## config.mk

```make
export PLATFORM = sky130hd
export DESIGN_NAME = wfull_sync_flag
export DESIGN_NICKNAME = d
export VERILOG_FILES = /design/src/rtl/wfull_sync_flag.sv
export SDC_FILE = /design/constraint.sdc
export NUM_CORES = 1
export LEC_CHECK = 0
export ABC_AREA = 1
export CAP_MARGIN = 20
export CORE_MARGIN = 2
export CORE_UTILIZATION = 52
export DETAILED_ROUTE_END_ITERATION = 6
export PLACE_DENSITY = 0.79
export SYNTH_ARGS = -nofsm -noshare
export SYNTH_HDL_FRONTEND = slang
export SYNTH_SLANG_ARGS = --single-unit
```

## constraint.sdc

```tcl
create_clock -name clk -period 4.1 [get_ports clk]
set_clock_uncertainty 0.05 [all_clocks]
set_input_delay 1.23 -clock clk [delete_from_list [all_inputs] [get_ports clk]]
set_output_delay 1.23 -clock clk [all_outputs]
set_load 0.05 [all_outputs]
```

## src/rtl/wfull_sync_flag.sv

```systemverilog
// Write-domain status stage of the async FIFO: synchronises the read Gray pointer and
// derives full, fill level and almost-full. Optional sticky overflow flag: WFULL_OVERFLOW_DET_EN.
module wfull_sync_flag #(
    parameter int D_WIDTH      = 8,
    parameter int SYNC_STAGES  = 2,
    parameter int AFULL_THRESH = (1 << D_WIDTH) - 2
) (
    input  logic             clk,
    input  logic             rst,
    input  logic [D_WIDTH:0] wptr,
    input  logic [D_WIDTH:0] rptr_async,
    input  logic             wr_inc,
    output logic             full,
    output logic             almost_full,
    output logic [D_WIDTH:0] wlevel
`ifdef WFULL_OVERFLOW_DET_EN
    ,
    output logic             wr_err
`endif
);

    localparam int PW = D_WIDTH + 1;
    localparam logic [PW-1:0] AFULL_T = PW'(AFULL_THRESH);

    // Prefix XOR from the MSB converts a Gray pointer to binary.
    function automatic logic [PW-1:0] gray2bin(input logic [PW-1:0] g);
        logic [PW-1:0] b;
        b[PW-1] = g[PW-1];
        for (int i = PW - 2; i >= 0; i--) begin
            b[i] = b[i+1] ^ g[i];
        end
        return b;
    endfunction

    logic [PW-1:0] sync_q [SYNC_STAGES];
    logic [PW-1:0] rptr_s;
    logic [PW-1:0] wbin_s;
    logic [PW-1:0] rbin_s;
    logic [PW-1:0] level_s;
    logic [PW-1:0] wlevel_q;
    logic [PW-1:0] wlevel_d;
    logic          almost_full_q;
    logic          almost_full_d;

    // Plain flop chain bringing the read pointer into the write clock domain.
    always_ff @(posedge clk) begin
        if (rst) begin
            for (int i = 0; i < SYNC_STAGES; i++) begin
                sync_q[i] <= {PW{1'b0}};
            end
        end else begin
            sync_q[0] <= rptr_async;
            for (int i = 1; i < SYNC_STAGES; i++) begin
                sync_q[i] <= sync_q[i-1];
            end
        end
    end

    assign rptr_s = sync_q[SYNC_STAGES-1];

    // Full when the pointers differ only in their two MSBs (Gray form of a depth-sized gap).
    assign full = (wptr == {~rptr_s[D_WIDTH], ~rptr_s[D_WIDTH-1], rptr_s[D_WIDTH-2:0]});

    // Occupancy from binary pointers; the subtraction wraps with the pointers.
    always_comb begin
        wbin_s        = gray2bin(wptr);
        rbin_s        = gray2bin(rptr_s);
        level_s       = wbin_s - rbin_s;
        wlevel_d      = level_s;
        almost_full_d = (level_s >= AFULL_T);
    end

    // Registered level and almost-full flag.
    always_ff @(posedge clk) begin
        if (rst) begin
            wlevel_q      <= {PW{1'b0}};
            almost_full_q <= 1'b0;
        end else begin
            wlevel_q      <= wlevel_d;
            almost_full_q <= almost_full_d;
        end
    end

    assign wlevel      = wlevel_q;
    assign almost_full = almost_full_q;

`ifdef WFULL_OVERFLOW_DET_EN
    logic wr_err_q;
    logic wr_err_d;

    // Sticky: any write attempt while full latches the error until reset.
    always_comb begin
        wr_err_d = wr_err_q | (wr_inc & full);
    end

    // Overflow flag register.
    always_ff @(posedge clk) begin
        if (rst) begin
            wr_err_q <= 1'b0;
        end else begin
            wr_err_q <= wr_err_d;
        end
    end

    assign wr_err = wr_err_q;
`else
    // Writes while full are already blocked by the counter, so the request is not observed.
    logic unused_wr_inc_s;
    assign unused_wr_inc_s = wr_inc;
`endif

endmodule
```

==> flow_metrics.py, run 1 <==
metrics = {
    "floorplanning": {
        "start_util_pct": 53.9,
        "dieArea_sq_mm": 0.00392,
        "io_pins": 32,
        "core_sq_mm": 0.00331,
        "rows": 21,
        "die_w_microns": 62.6,
        "die_h_microns": 62.6,
    },
    "finish": {
        "diodes": 0,
        "fin_nets": 330,
        "area.sequential_sq_um": 561,
        "drive_above_1_share_pct": 25.7,
        "fill_cells": 275,
        "area_delta_synth_final_pct": 35.2,
        "multiInputGateArea_sq_mm": 0.00107,
        "layout_commonest_cell": "inv_1",
        "postLayoutCellArea_sq_mm": 0.00241,
        "fin_util_pct": 72.9,
        "final_cell_mix": "inv_1, nand2_1, nor2_1",
    },
    "critical_path": {
        "cp_data_arrival_time_ns": 2.73,
        "crit_path_end_kind": "output port",
        "cp_max_fo": 4,
        "reg2reg_to": "almost_full$_SDFF_PP0_",
        "critical_path_class": "input port to output port",
        "worstRegToRegCells": 23,
        "start_kind": "input port",
        "cp.required_ns": 2.82,
        "r2r-start": "sync_q[0][16]$_SDFF_PP0_",
        "r2r_setup_slack_ns": 0.93,
    },
    "clocking": {
        "cts-root-buf": "clkbuf_4",
        "clk_path_buf_depth": 2,
        "cts_sinks": 28,
        "insertion_delay_ns": 0.32,
        "ctsResizeCount": 2,
        "cts_setup_buffers": 0,
        "cts_hold_buffers": 0,
        "cts_tree": "done",
        "cts.htree.levels": 1,
        "cts_made_buffers": 3,
        "clkTransAtPathRegs_ns": 0.15,
    },
    "placement": {
        "placed_area_sq_mm": 0.00232,
        "numPortBuffers": 30,
        "hpwl_microns": 2770,
        "place.gp.congestion": 0.867,
        "place_ws_ns": -0.346,
    },
    "timing": {
        "finalMaxSlewViolations": 0,
        "fmax_ghz": 0.249,
        "rsz0062_at_grt": "false",
        "final-setup-viol-count": 0,
        "layout_setup_ws_ns": 0.0886,
        "hold_slack_ns": 0.348,
        "max-slew-margin-rel_pct": 66.5,
        "timing.final.crit_share_pct": 97.8,
        "hold_viol_final": 0,
        "min_period_ns": 4.01,
        "tightest_slew_ns": 0.501,
    },
    "min_path": {
        "hold_depth": 2,
        "hp-class": "flop to flop",
        "hold_path_end": "sync_q[0][11]$_SDFF_PP0_",
        "hold_start": "sync_q[0][2]$_SDFF_PP0_",
    },
    "power_and_ir_drop": {
        "powerDensity_mw_per_mm2": 406,
        "p_leak_uw": 0.00123,
        "ir_drop_uv": 295,
    },
    "global_routing": {
        "grt_pass1_wl_microns": 5810,
        "grt_overflow": 0,
        "antenna_found_initial": 0,
        "grt_start_max_net_pins": 26,
        "grt_pass1_vias": 1460,
        "grt_usage_pct": 18.2,
    },
    "detailed_routing": {
        "drc": 0,
        "first_pass_iters": 4,
        "drt.antenna.violating_nets": 0,
        "dr_total_vias": 1611,
        "wl_microns": 3340,
        "drtIter0Drc": 44,
        "wl_per_cell_microns": 9.65,
        "viasPerCell": 4.66,
    },
    "synthesis": {
        "synth.distinct_cells": 28,
        "avgSynthCellArea_sq_um": 7.29,
        "synth-seq-cells": 28,
        "syn_area_sq_mm": 0.00179,
        "synth_cells": 245,
        "syn_nets": 274,
        "ys_seq_area_share_pct": 31.4,
        "ys_warn_count": 0,
    },
    "status": {
        "status": "finished, final reports clean",
    },
    "flow_run": {
        "cap_violations": 0,
    },
}
[sequential cells by signal, summed over array words and instances, names as in the netlist]
signal       count
sync_q          18
wlevel           9
almost_full      1
[synth_stat cells, drive strengths merged]
| cell type | count | area (sq um) |
|---|---|---|
| a21o | 1 | 7.51 |
| xnor2 | 1 | 8.76 |
| fa | 1 | 20.0 |
| inv | 48 | 180 |
| a21oi | 5 | 25.0 |
| nor2 | 34 | 138 |
| dfxtp | 28 | 561 |
| nor3 | 2 | 10.0 |
| xor2 | 7 | 61.3 |
| nand4 | 4 | 25.0 |
| nand3b | 2 | 15.0 |
| nand3 | 34 | 253 |
| a21boi | 1 | 7.51 |
| nor4 | 1 | 6.26 |
| o21bai | 1 | 7.51 |
| or2 | 2 | 12.5 |
| and2 | 1 | 6.26 |
| clkbuf | 3 | 11.3 |
| ha | 7 | 87.6 |
| nand2 | 60 | 328 |
| a211oi | 2 | 15.0 |
[layout make-up]
| cell class | count | share of cell area [%] |
|---|---|---|
| multi-input combinational | 166 | 44.1 |
| clock inverter | 1 | 1.24 |
| inverter | 48 | 7.46 |
| clock buffer | 3 | 0.933 |
| sequential | 28 | 23.2 |
| tap | 46 | 2.38 |
| timing repair buffer | 54 | 20.6 |
[per-layer routing]
layer	part of all wire [%]	GRT usage (%)
met1	46	22.2
met2	48	32.3
met4	1.9	7.78
met3	3.8	2.34
met5	0	0
[metrics by stage]
stage	setup TNS (ns)	instances	power [uW]
after floorplan	0	245	635
after global placement	-1.12	342	794
after detailed placement	-1.60	342	803
after CTS	0	346	984
after global routing	0	346	1050
final	0	346	982
[critical path: stages]
cell and delay (ns):
clkdlybuf4s50_1 0.55, nor2_1 0.08, nor4_2 0.31, nand4_1 0.12, nor3_1 0.16, buf_4 0.15
buf_12 0.12
[kinds of logic after synthesis]
| group | count (synthesis) | synth area share [%] |
|---|---|---|
| flip-flops | 28 | 31.4 |
| buffers and inverters | 51 | 10.7 |
| AO/OA/AOI/OAI | 10 | 3.50 |
| adder cells (fa/ha/maj) | 8 | 6.03 |
| AND/OR/NAND/NOR | 140 | 44.4 |
| XOR/XNOR | 8 | 3.92 |
[worst max-delay path by stage]
stage / depth (start not counted) / slack [ns] / end / from
after floorplan: 5 / 0.11 / full / wptr[3]
after global placement: 24 / -0.29 / almost_full$_SDFF_PP0_ / wptr[7]
after detailed placement: 24 / -0.35 / almost_full$_SDFF_PP0_ / wptr[8]
after CTS: 24 / 0.03 / almost_full$_SDFF_PP0_ / wptr[7]
after global routing: 8 / 0.01 / full / wptr[3]
final: 7 / 0.09 / full / wptr[3]
[where the power goes]
group          switching [uW]  internal, uW  leakage [uW]
combinational             284           206      0.000969
clock                    78.0          98.8     0.0000279
sequential               10.6           304      0.000232
total                     372           609       0.00123
(Power assumes the default switching activity.)
==> run 2, diff against run 1 <==
- CTS_CLUSTER_SIZE: default -> 40
- HOLD_SLACK_MARGIN: default -> 0.08
- RECOVER_POWER: default -> 25
==> flow_metrics.py, run 2 (synthesized netlist as in run 1, its figures left out) <==
metrics = {
    "finish": {
        "fill_cells": 275,
        "regMostFlops": "sync_q",
        "drive_above_1_share_pct": 25.3,
        "largest_reg_flops": 18,
        "area_delta_synth_final_pct": 35.0,
        "fin_nets": 330,
        "final_cell_mix": "inv_1, nand2_1, nor2_1",
        "diodes": 0,
        "layout_commonest_cell": "inv_1",
    },
    "placement": {
        "place_ws_ns": -0.346,
        "place.gp.congestion": 0.867,
        "numPortBuffers": 30,
        "hpwl_microns": 2770,
    },
    "timing": {
        "tightest_slew_ns": 0.957,
        "min_period_ns": 4.01,
        "hold_viol_final": 0,
        "max-slew-margin-rel_pct": 36.2,
        "rsz0062_at_grt": "false",
        "timing.final.crit_share_pct": 97.8,
        "layout_setup_ws_ns": 0.0886,
        "fin_tns_setup_ns": 0,
        "final-setup-viol-count": 0,
        "fmax_ghz": 0.249,
        "finalMaxSlewViolations": 0,
    },
    "clocking": {
        "cts_setup_buffers": 0,
        "cts-root-buf": "clkbuf_4",
        "cts.htree.levels": 1,
        "cts_tree": "done",
        "cts_made_buffers": 3,
        "clkTransAtPathRegs_ns": 0.15,
        "clk_path_buf_depth": 2,
        "insertion_delay_ns": 0.32,
        "cts_hold_buffers": 0,
        "ctsResizeCount": 2,
        "cts_sinks": 28,
    },
    "min_path": {
        "hp-class": "flop to flop",
        "hold_start": "sync_q[0][2]$_SDFF_PP0_",
    },
    "power_and_ir_drop": {
        "p_sw_share_pct": 37.9,
        "power_switching_uw": 372,
        "power.internal_uw": 609,
        "ir_drop_uv": 295,
        "powerDensity_mw_per_mm2": 407,
        "clock_power_share_pct": 18.0,
        "comb_power_share_pct": 49.9,
        "seqPwrFrac_pct": 32.1,
        "total_power_uw": 981,
        "p_leak_uw": 0.00123,
    },
    "floorplanning": {
        "io_pins": 32,
        "start_util_pct": 53.9,
        "die_h_microns": 62.6,
        "core_sq_mm": 0.00331,
        "die_w_microns": 62.6,
        "rows": 21,
        "dieArea_sq_mm": 0.00392,
    },
    "detailed_routing": {
        "drtIter0Drc": 46,
        "wl_per_cell_microns": 9.65,
        "first_pass_iters": 4,
        "drt.antenna.violating_nets": 0,
        "viasPerCell": 4.66,
        "wl_microns": 3340,
        "dr_total_vias": 1611,
        "drc": 0,
    },
    "critical_path": {
        "crit_chain": "clkdlybuf4s50_1 -> nor2_1 -> nor4_2 -> nand4_1 -> nor3_1 -> buf_4 -> buf_12",
        "cp_max_fo": 4,
        "slowest_stage": "clkdlybuf4s50_1",
        "critical_path_class": "input port to output port",
        "r2r-start": "sync_q[0][16]$_SDFF_PP0_",
        "slowest_delay_ns": 0.55,
        "start_kind": "input port",
        "startpoint": "wptr[3]",
        "cp.required_ns": 2.82,
        "crit_path_end_kind": "output port",
        "cp_data_arrival_time_ns": 2.73,
    },
    "flow_run": {
        "cap_violations": 0,
    },
    "global_routing": {
        "grt_pass1_vias": 1460,
        "grt_usage_pct": 18.2,
        "grt_start_max_net_pins": 26,
        "grt_pass1_wl_microns": 5810,
        "grt_overflow": 0,
        "antenna_found_initial": 0,
    },
    "status": {
        "status": "finished, final reports clean",
    },
}
run 2: changes by cell type in the layout (fill, tap and decap cells not counted):
cell / previous run / this run
buf_4: 24 / 23
clkbuf_1: 0 / 1
clkdlybuf4s50_1: 26 / 25
dlygate4sd3_1: 0 / 1
run 2: final cells by class:
cell class / instances / area (sq um) / area share (%)
Clock buffer: 3 / 22.5 / 0.934
Clock inverter: 1 / 30.0 / 1.25
Timing Repair Buffer: 54 / 494 / 20.5
Tap cell: 46 / 57.6 / 2.39
Inverter: 48 / 180 / 7.47
Sequential cell: 28 / 561 / 23.2
Multi-Input combinational cell: 166 / 1070 / 44.2
run 2: power by group through the flow:
stage / clock [uW] / sequential (uW) / combinational [uW]
finish: 177 / 315 / 489
global route: 193 / 318 / 535
CTS: 182 / 315 / 487
detailed placement: 0 / 321 / 481
global placement: 0 / 321 / 473
floorplan: 0 / 407 / 229
run 2: layer usage:
layer | global-route usage, % | part of all wire [%]
met2 | 32.3 | 48
met5 | 0 | 0
met4 | 7.78 | 1.9
met3 | 2.34 | 3.8
met1 | 22.2 | 47
run 2: critical path: cells and delay by family:
kind          cells  cell delay [ns]
simple gates      4             0.67
buf+inv           3             0.82
run 2: worst paths after layout:
| path | to | slack [ns] | cells after the start |
|---|---|---|---|
| hold / removal | sync_q[0][11]$_SDFF_PP0_ | 0.35 | 2 |
| hold reg to reg | sync_q[0][11]$_SDFF_PP0_ | 0.35 | 2 |
| setup / recovery | full | 0.09 | 7 |
| setup reg to reg | almost_full$_SDFF_PP0_ | 0.93 | 23 |
run 2: stage by stage:
step,hold WS [ns],instances,cell area [sq um],util (%)
finish,0.348,346,2410,72.8
global route,0.357,346,2410,72.8
CTS,0.351,346,2390,72.1
detailed placement,0.342,342,2320,70.1
global placement,0.339,342,2320,70.1
floorplan,0.338,245,1790,-
==> run 3, diff against run 2 <==
- CTS_CLUSTER_SIZE: 40 -> default
==> results of run 3 <==
No change in the layout: final DEF, timing and power equal those of run 2.
